--- config.mk ---
export PLATFORM = sky130hd
export DESIGN_NAME = mul_issue_ctrl
export DESIGN_NICKNAME = d
export VERILOG_FILES = /design/src/rtl/fp_ctrl_pkg.sv /design/src/rtl/fp_hazard_cmp.sv /design/src/rtl/mul_issue_ctrl.sv
export SDC_FILE = /design/constraint.sdc
export NUM_CORES = 1
export LEC_CHECK = 0
export ABC_AREA = 1
export CORE_MARGIN = 5
export CORE_UTILIZATION = 48
export DETAILED_ROUTE_END_ITERATION = 8
export PLACE_DENSITY = 0.95
export SLEW_MARGIN = 20
export SYNTH_ARGS = -nofsm -noshare
export SYNTH_HDL_FRONTEND = slang
export SYNTH_SLANG_ARGS = --single-unit
--- constraint.sdc ---
create_clock -name clk -period 1.9 [get_ports clk]
set_input_delay 0.19 -clock clk [delete_from_list [all_inputs] [get_ports clk]]
set_output_delay 0.19 -clock clk [all_outputs]
set_load 0.02 [all_outputs]
--- src/rtl/fp_ctrl_pkg.sv ---
// Shared types and constants for the FP execute-stage control blocks.
package fp_ctrl_pkg;
  typedef enum logic {IDLE = 1'b0, RUN = 1'b1} state_t;
  localparam int FREG_W      = 5;
  localparam int MUL_TIMEOUT = 64;
endpackage

--- src/rtl/fp_hazard_cmp.sv ---
// RAW/WAW match of one instruction's FP operands against a pending destination.
module fp_hazard_cmp
  import fp_ctrl_pkg::*;
(
  input  logic [FREG_W-1:0] i_pdest,
  input  logic [FREG_W-1:0] i_src_a,
  input  logic              i_use_a,
  input  logic [FREG_W-1:0] i_src_b,
  input  logic              i_use_b,
  input  logic [FREG_W-1:0] i_dest,
  input  logic              i_wr,
  output logic              o_hit
);
  assign o_hit = (i_use_a && (i_src_a == i_pdest)) ||
                 (i_use_b && (i_src_b == i_pdest)) ||
                 (i_wr    && (i_dest  == i_pdest));
endmodule

--- src/rtl/mul_issue_ctrl.sv ---
// Issue/writeback control for the multi-cycle FP multiplier: one outstanding
// destination, EX hazard stalls, and arbitration of the single FP write port.
module mul_issue_ctrl
  import fp_ctrl_pkg::*;
#(
  parameter int TIMEOUT = MUL_TIMEOUT,
  parameter int CNT_W   = 7
) (
  input  logic              clk,
  input  logic              reset,
  input  logic              mul_in,
  input  logic [FREG_W-1:0] fDestReg_in,
  input  logic              FPRegWrite_in,
  input  logic [FREG_W-1:0] fSrcA_in,
  input  logic [FREG_W-1:0] fSrcB_in,
  input  logic              fSrcA_use,
  input  logic              fSrcB_use,
  input  logic              mul_done,
  output logic              mul_start,
  output logic              stall_out,
  output logic              wb_mul,
  output logic              FPRegWrite_out,
  output logic [FREG_W-1:0] fDestReg_out,
  output logic              busy,
  output logic              err_timeout
);
  state_t            r_state;
  logic [FREG_W-1:0] r_pdest;
  logic [CNT_W-1:0]  r_cnt;
  logic              r_err;

  logic w_run, w_wr, w_hit, w_haz, w_pc, w_stall, w_cmpl;

  assign w_run = (r_state == RUN) && !reset;
  assign w_wr  = FPRegWrite_in && !mul_in;

  fp_hazard_cmp u_cmp (
    .i_pdest (r_pdest),
    .i_src_a (fSrcA_in),
    .i_use_a (fSrcA_use),
    .i_src_b (fSrcB_in),
    .i_use_b (fSrcB_use),
    .i_dest  (fDestReg_in),
    .i_wr    (w_wr),
    .o_hit   (w_hit)
  );

  // No result bypass: hazards hold through the completion cycle itself.
  assign w_haz   = w_run && (w_hit || mul_in);
  assign w_pc    = w_run && mul_done && w_wr;
  assign w_stall = w_haz || w_pc;
  assign w_cmpl  = w_run && mul_done;

  assign mul_start      = !reset && (r_state == IDLE) && mul_in;
  assign stall_out      = w_stall;
  assign wb_mul         = w_cmpl;
  assign FPRegWrite_out = !reset && (w_cmpl || (w_wr && !w_stall));
  assign fDestReg_out   = reset  ? '0 : (w_cmpl ? r_pdest : fDestReg_in);
  assign busy           = w_run;
  assign err_timeout    = r_err && !reset;

  always_ff @(posedge clk) begin
    if (reset) begin
      r_state <= IDLE;
      r_pdest <= '0;
      r_cnt   <= '0;
      r_err   <= 1'b0;
    end else begin
      case (r_state)
        IDLE: if (mul_in) begin
          r_pdest <= fDestReg_in;
          r_cnt   <= '0;
          r_state <= RUN;
        end
        RUN: begin
          r_cnt <= r_cnt + 1'b1;
          if (mul_done) begin
            r_state <= IDLE;
          end else if (r_cnt == CNT_W'(TIMEOUT - 1)) begin
            // Multiplier never answered: drop the op without writing.
            r_state <= IDLE;
            r_err   <= 1'b1;
          end
        end
        default: r_state <= IDLE;
      endcase
    end
  end
endmodule

==> results.sh, run 1 <==
export IMPL_clk_path_buf_depth=2
export IMPL_slew_headroom_pct=77.63
export IMPL_synth_top_area_cell="dfxtp_1"
export IMPL_die_h_um=54.51
export IMPL_finalHoldViolCount=0
export IMPL_drtIter0Drc=31
export IMPL_cp_data_required_time_ns=1.71
export IMPL_setup_viol=0
export IMPL_worst_slew_pin_transition_ns=0.3347
export IMPL_crit_path_end_kind="output pin"
export IMPL_antenna_found_initial=0
export IMPL_die_area_um2=2971
export IMPL_power_density_nw_per_um2=539.9
export IMPL_internal_power_mw=0.5252
export IMPL_synth_area_um2=950.9
export IMPL_avgSynthCellArea_um2=6.135
export IMPL_total_leakage_power_nw=0.7403
export IMPL_vias=1172
export IMPL_yosysWarnings=0
export IMPL_cp_max_fo=11
export IMPL_clkPwrFrac_pct=29.5
export IMPL_gp_congestion=0.8352
export IMPL_r2r_start="r_cnt[1]"
export IMPL_synth_nets=178
export IMPL_wl_um=2696
export IMPL_hpwl_um=2161
export IMPL_ys_ff_latch=14
export IMPL_r2r_slack_ns=0.66
export IMPL_vias_per_cell=5.186
export IMPL_core_area_um2=1922
export IMPL_clock_sinks=14
export IMPL_hold_buffers=0
export IMPL_synth_area_leaders="dfxtp_1 29%, nand2_1 19%, nor2_1 7.9%, inv_1 7.1%, nand3_1 5.3%"
export IMPL_crit_path_start_kind="input pin"
export IMPL_syn2layout_area_growth_pct=48.16
export IMPL_nets=223
export IMPL_setup_ws_ns=0.1066
export IMPL_fillers=157
export IMPL_synth_top_cell_area_share_pct=29.47
export IMPL_yosysSeqAreaShare_pct=29.47
export IMPL_cap_violations=0
export IMPL_firstDrtPassIters=4
export IMPL_final_cell_mix="48 x nand2_1, 20 x clkdlybuf4s50_1, 18 x inv_1, 18 x nor2_1, 11 x buf_4"
export IMPL_cts_root_buf="clkbuf_4"
export IMPL_hold_depth=3
export IMPL_status="complete, no violations"
export IMPL_layout_commonest_cell="nand2_1"
export IMPL_pin_count=33
export IMPL_drive_gt1_share_pct=21.11
export IMPL_multi_input_area_um2=550.5
export IMPL_htreeDepth=1
export IMPL_cp_startpoint="reset"
export IMPL_rsz0062_at_grt="yes"
export IMPL_synthCells=155
export IMPL_drv_slew=0
export IMPL_fin_crit_sh_pct=94.39
export IMPL_cts_buffers=3
export IMPL_grt_start_max_net_pins=12
export IMPL_hold_class="in2reg"
export IMPL_portBuffers=32
export IMPL_diodes=0
export IMPL_cp_endpoint="fDestReg_out[3]"
export IMPL_post_place_ws_ns=-0.2637
export IMPL_ir_drop_mv=0.4361
export IMPL_detail_route_antenna_nets=0
export IMPL_fin_skew_ns=0.006968
export IMPL_seq_area_um2=290.3
export IMPL_route_detailed_drc=0
export IMPL_path_clk_slew_ns=0.09
export IMPL_fmax_mhz=557.6
export IMPL_post_route_util_pct=73.31
export IMPL_track_usage_pct=20.01
export IMPL_power_switching_mw=0.2355
export IMPL_swShare_pct=30.96
export IMPL_arrival_ns=1.60
export IMPL_min_period_ns=1.793
export IMPL_overflow=0
export IMPL_core_rowCount=16
export IMPL_p_seq_share_pct=41.8
export IMPL_clk_latency_ns=0.29
export IMPL_path_class="in2out"
export IMPL_grt_pass1_vias=1145
export IMPL_die_w_um=54.51
export IMPL_r2r_end="r_cnt[4]"
export IMPL_start_util_pct=49.48
export IMPL_cts_tree="done"
export IMPL_pwr_share_comb_pct=28.7
export IMPL_reg2regPathDepth=5
export IMPL_wire_per_inst_um=11.93
export IMPL_grt_pass1_wl_um=4429
export IMPL_ys_types=28
## per-stage QoR
stage                     instance area, um^2  hold WS, ns  instances  power, mW   TNS, ns
after floorplan                         950.9       0.2940        155     0.4350         0
final                                    1409       0.2384        226     0.7607         0
after detailed placement                 1364       0.4838        222     0.5451    -1.795
after global routing                     1409       0.2709        226     0.7998  -0.02806
after CTS                                1394       0.4793        226     0.7595         0
after global placement                   1364       0.4748        222     0.5365    -1.479
## sequential cells by signal, summed over array words and instances (netlist names)
| name | count |
|---|---|
| r_state | 1 |
| r_err | 1 |
| r_cnt | 7 |
| r_pdest | 5 |
## how the worst min path moves through the flow
stage / start / end / slack (ns)
2_1_floorplan: mul_done / r_state / 0.29
3_3_place_gp: r_cnt[6] / r_cnt[6] / 0.47
3_5_place_dp: r_cnt[6] / r_cnt[6] / 0.48
4_1_cts: mul_done / r_state / 0.48
5_1_grt: fDestReg_in[0] / r_pdest[0] / 0.27
6_report: fDestReg_in[0] / r_pdest[0] / 0.24
## cells by family after synthesis
| group | after synthesis | synth area share [%] |
|---|---|---|
| compound gates | 22 | 16.05 |
| xor+xnor | 1 | 0.9212 |
| fa+ha+maj | 1 | 1.316 |
| buf+inv | 31 | 13.16 |
| flops | 14 | 29.47 |
| simple gates | 86 | 39.08 |
## synth_stat cells (all sizes together)
cell type / n
a31o: 1
or2: 1
xnor2: 1
o21a: 1
o21ai: 8
buf: 2
nand3: 10
a31oi: 1
inv: 29
dfxtp: 14
a21oi: 3
o22ai: 4
a311oi: 1
nand4: 1
ha: 1
nor3: 3
a22oi: 1
nand2: 48
nor2: 22
nor3b: 1
a211oi: 1
o31ai: 1
## power by group through the flow
stage | combinational, mW | clock (mW) | sequential [mW]
floorplan | 0.115 | 0 | 0.320
global placement | 0.215 | 0 | 0.322
detailed placement | 0.222 | 0 | 0.323
CTS | 0.217 | 0.226 | 0.317
global route | 0.242 | 0.239 | 0.320
finish | 0.219 | 0.224 | 0.318
## cell type report
class / instances / area share (%)
clock buffers: 4 / 2.575
inverters: 29 / 7.904
multi-input cells: 110 / 39.08
flip-flops and latches: 14 / 20.60
well taps: 27 / 2.398
repair buffers: 42 / 27.44
## per-layer routing
| metal | wire length [um] | vias up | GRT usage (%) | share of wire (%) |
|---|---|---|---|---|
| li1 | - | 581 | - | - |
| met1 | 1057 | 535 | 21.29 | 39 |
| met2 | 1420 | 50 | 39.04 | 53 |
| met3 | 176 | 6 | 3.270 | 6.5 |
| met4 | 41 | 0 | 6.639 | 1.5 |
| met5 | 0 | - | 0 | 0 |
## repair_timing
item,4_1_cts,5_1_grt
setup buffers,0,0
endpoints found under the setup margin,9,9
gates resized for setup,13,15
## critical path: stages
cell and delay, ns:
clkdlybuf4s50_1 0.58, nor2_8 0.06, inv_2 0.07, nor2_4 0.04
inv_4 0.13, nand3_1 0.10, o21ai_2 0.07, dlygate4sd2_1 0.34
No activity file was read; power rests on OpenSTA's default activity.
==> inputs of run 2 (changes only) <==
--- a/config.mk
+++ b/config.mk
@@ -5,9 +5,8 @@
 export SDC_FILE = /design/constraint.sdc
 export NUM_CORES = 1
 export LEC_CHECK = 0
-export ABC_AREA = 1
 export CORE_MARGIN = 5
-export CORE_UTILIZATION = 48
+export CORE_UTILIZATION = 47
 export DETAILED_ROUTE_END_ITERATION = 8
 export PLACE_DENSITY = 0.95
 export SLEW_MARGIN = 20
==> results.sh, run 2 <==
export IMPL_drtIter0Drc=29
export IMPL_finalHoldViolCount=0
export IMPL_wl_um=3095
export IMPL_violations="setup timing"
export IMPL_async_flop_share_pct=0
export IMPL_post_route_cell_area_um2=1355
export IMPL_arrival_ns=1.80
export IMPL_start_util_pct=50.88
export IMPL_cts_buffers=3
export IMPL_die_w_um=53.93
export IMPL_fin_skew_ns=0.003713
export IMPL_status="finished, violations left"
export IMPL_avgSynthCellArea_um2=7.559
export IMPL_fin_crit_sh_pct=104.7
export IMPL_cts_root_buf="clkbuf_4"
export IMPL_grt_pass1_wl_um=4491
export IMPL_synth_top_cell_area_share_pct=30.90
export IMPL_placed_area_um2=1325
export IMPL_die_h_um=53.93
export IMPL_ys_types=31
export IMPL_synth_area_um2=907.1
export IMPL_clock_sinks=14
export IMPL_setup_ws_ns=-0.08980
export IMPL_vias=1020
export IMPL_synthFlopType="dfxtp_1"
export IMPL_grt_start_max_net_pins=22
export IMPL_syn2layout_area_growth_pct=49.38
export IMPL_vias_per_cell=5.484
export IMPL_diodes=0
export IMPL_tns_ns=-0.1179
export IMPL_core_area_um2=1783
export IMPL_r2r_end="r_cnt[6]"
export IMPL_detail_route_antenna_nets=0
export IMPL_power_density_nw_per_um2=511.9
export IMPL_gp_congestion=0.7778
export IMPL_cp_startpoint="fSrcA_in[2]"
export IMPL_post_place_ws_ns=-0.4327
export IMPL_largest_reg_flops=7
export IMPL_cts_tree="done"
export IMPL_ys_ff_latch=14
export IMPL_route_detailed_drc=0
export IMPL_yosysSeqAreaShare_pct=30.90
export IMPL_firstDrtPassIters=4
export IMPL_rsz0062_at_grt="yes"
export IMPL_track_usage_pct=21.96
export IMPL_synth_edff_count=0
export IMPL_largest_register="r_cnt"
export IMPL_yosysWarnings=0
export IMPL_drive_gt1_share_pct=18.01
export IMPL_ir_drop_mv=0.4139
export IMPL_antenna_found_initial=0
export IMPL_final_cell_mix="23 x clkdlybuf4s50_1, 22 x nand2_1, 16 x buf_4"
export IMPL_layout_commonest_cell="clkdlybuf4s50_1"
export IMPL_min_period_ns=1.990
export IMPL_cp_endpoint="FPRegWrite_out"
export IMPL_crit_path_start_kind="input pin"
export IMPL_grt_pass1_vias=996
export IMPL_reg2regPathDepth=6
export IMPL_hold_class="reg2reg"
export IMPL_htreeDepth=1
export IMPL_overflow=0
export IMPL_yosysMostFrequentCell="nand2_1"
export IMPL_post_cts_setup_buffer_count=0
export IMPL_multi_input_area_um2=579.3
export IMPL_slew_headroom_pct=71.39
export IMPL_dp_cells=183
export IMPL_ys_top_cells_by_count="23 x nand2_1, 14 x dfxtp_1, 11 x xor2_1"
export IMPL_synthCells=120
export IMPL_worst_slew_pin_transition_ns=0.4283
export IMPL_setup_viol=2
export IMPL_fmax_mhz=502.6
export IMPL_hpwl_um=2367
export IMPL_wire_per_inst_um=16.64
export IMPL_reg_top3="r_cnt x7, r_pdest x5"
export IMPL_total_leakage_power_nw=0.6009
export IMPL_path_clk_slew_ns=0.07
export IMPL_drv_slew=0
export IMPL_clk_path_buf_depth=2
export IMPL_portBuffers=32
export IMPL_pin_count=33
export IMPL_synth_top_area_cell="dfxtp_1"
export IMPL_crit_path_end_kind="output pin"
export IMPL_synth_area_leaders="dfxtp_1 31%, xor2_1 11%, nand2_1 9.5%, nand3b_1 5.8%, a21oi_1 5.5%"
export IMPL_seq_area_um2=286.5
export IMPL_synth_nets=143
export IMPL_r2r_start="r_cnt[0]"
export IMPL_cap_violations=0
export IMPL_fillers=117
export IMPL_nets=186
export IMPL_clk_latency_ns=0.27
export IMPL_r2r_slack_ns=0.45
export IMPL_finalNonFillerCells=186
export IMPL_cp_max_fo=2
export IMPL_cp_data_required_time_ns=1.71
export IMPL_path_class="in2out"
export IMPL_core_rowCount=15
export IMPL_die_area_um2=2908
-- run 2: cell count changes after synthesis, moves of 5 or more --
cell      previous run  this run
a21oi_1              3        10
inv_1               18         1
inv_2               11         2
nand2_1             48        23
nand3_1             10         3
nand3b_1             0         7
nor2_1              20         8
o21ai_2              5         0
xor2_1               0        11
-- run 2: worst min-delay path by stage --
stage	start	end	slack [ns]	cells past startpoint
3_5_place_dp	r_cnt[3]	r_cnt[3]	0.48	2
4_1_cts	r_cnt[3]	r_cnt[3]	0.49	2
5_1_grt	r_cnt[3]	r_cnt[3]	0.51	2
6_report	r_cnt[3]	r_cnt[3]	0.49	2
2_1_floorplan	mul_done	r_state	0.31	1
3_3_place_gp	r_cnt[3]	r_cnt[3]	0.48	2
-- run 2: routing by layer --
| metal | track usage [%] | up-vias | wire length [um] | share of wire [%] |
|---|---|---|---|---|
| met5 | 0 | - | 0 | 0 |
| met4 | 11.91 | 0 | 106 | 3.4 |
| met3 | 4.432 | 12 | 238 | 7.7 |
| met2 | 41.94 | 44 | 1640 | 53 |
| met1 | 21.68 | 478 | 1111 | 36 |
| li1 | - | 486 | - | - |
-- run 2: stage by stage --
stage	total power, mW	utilization, %	hold slack (ns)
after floorplan	0.4258	-	0.3093
after global placement	0.5309	74.32	0.4790
after detailed placement	0.5444	74.32	0.4788
after CTS	0.6946	75.02	0.4899
after global routing	0.7258	76.00	0.5135
final	0.6936	76.00	0.4927
-- run 2: worst max-delay path, stage by stage --
cell             delay, ns
clkdlybuf4s50_1       0.45
xor2_1                0.18
nor4_1                0.33
nand3_1               0.16
a31oi_2               0.23
o21ai_1               0.10
buf_4                 0.16
-- run 2: where the power goes --
group	internal, mW	total (mW)	switching, mW
clock network	0.0733	0.155	0.0813
logic	0.114	0.220	0.106
registers	0.304	0.319	0.0152
-- run 2: repair_timing --
| item | CTS | global route |
|---|---|---|
| gates resized for setup | 14 | 11 |
| pin swaps | 0 | 5 |
| hold buffers | 0 | 0 |
| endpoints found under the setup margin | 8 | 8 |
-- run 2: cell type report --
class	count	share of cell area, %
Multi-Input combinational cell	94	42.75
Tap cell	25	2.308
Sequential cell	14	21.14
Clock buffer	3	1.662
Inverter	3	0.8310
Timing Repair Buffer	47	31.30
-- run 2: logic make-up (layout without fill, tap and decap cells) --
logic type,count (synthesis),in the layout,share of synthesized area [%]
buf+inv,12,53,6.344
flops,14,14,30.90
mux,1,1,1.103
compound gates,19,19,12.83
xor+xnor,16,16,15.45
simple gates,57,57,32.00
fa+ha+maj,1,1,1.379
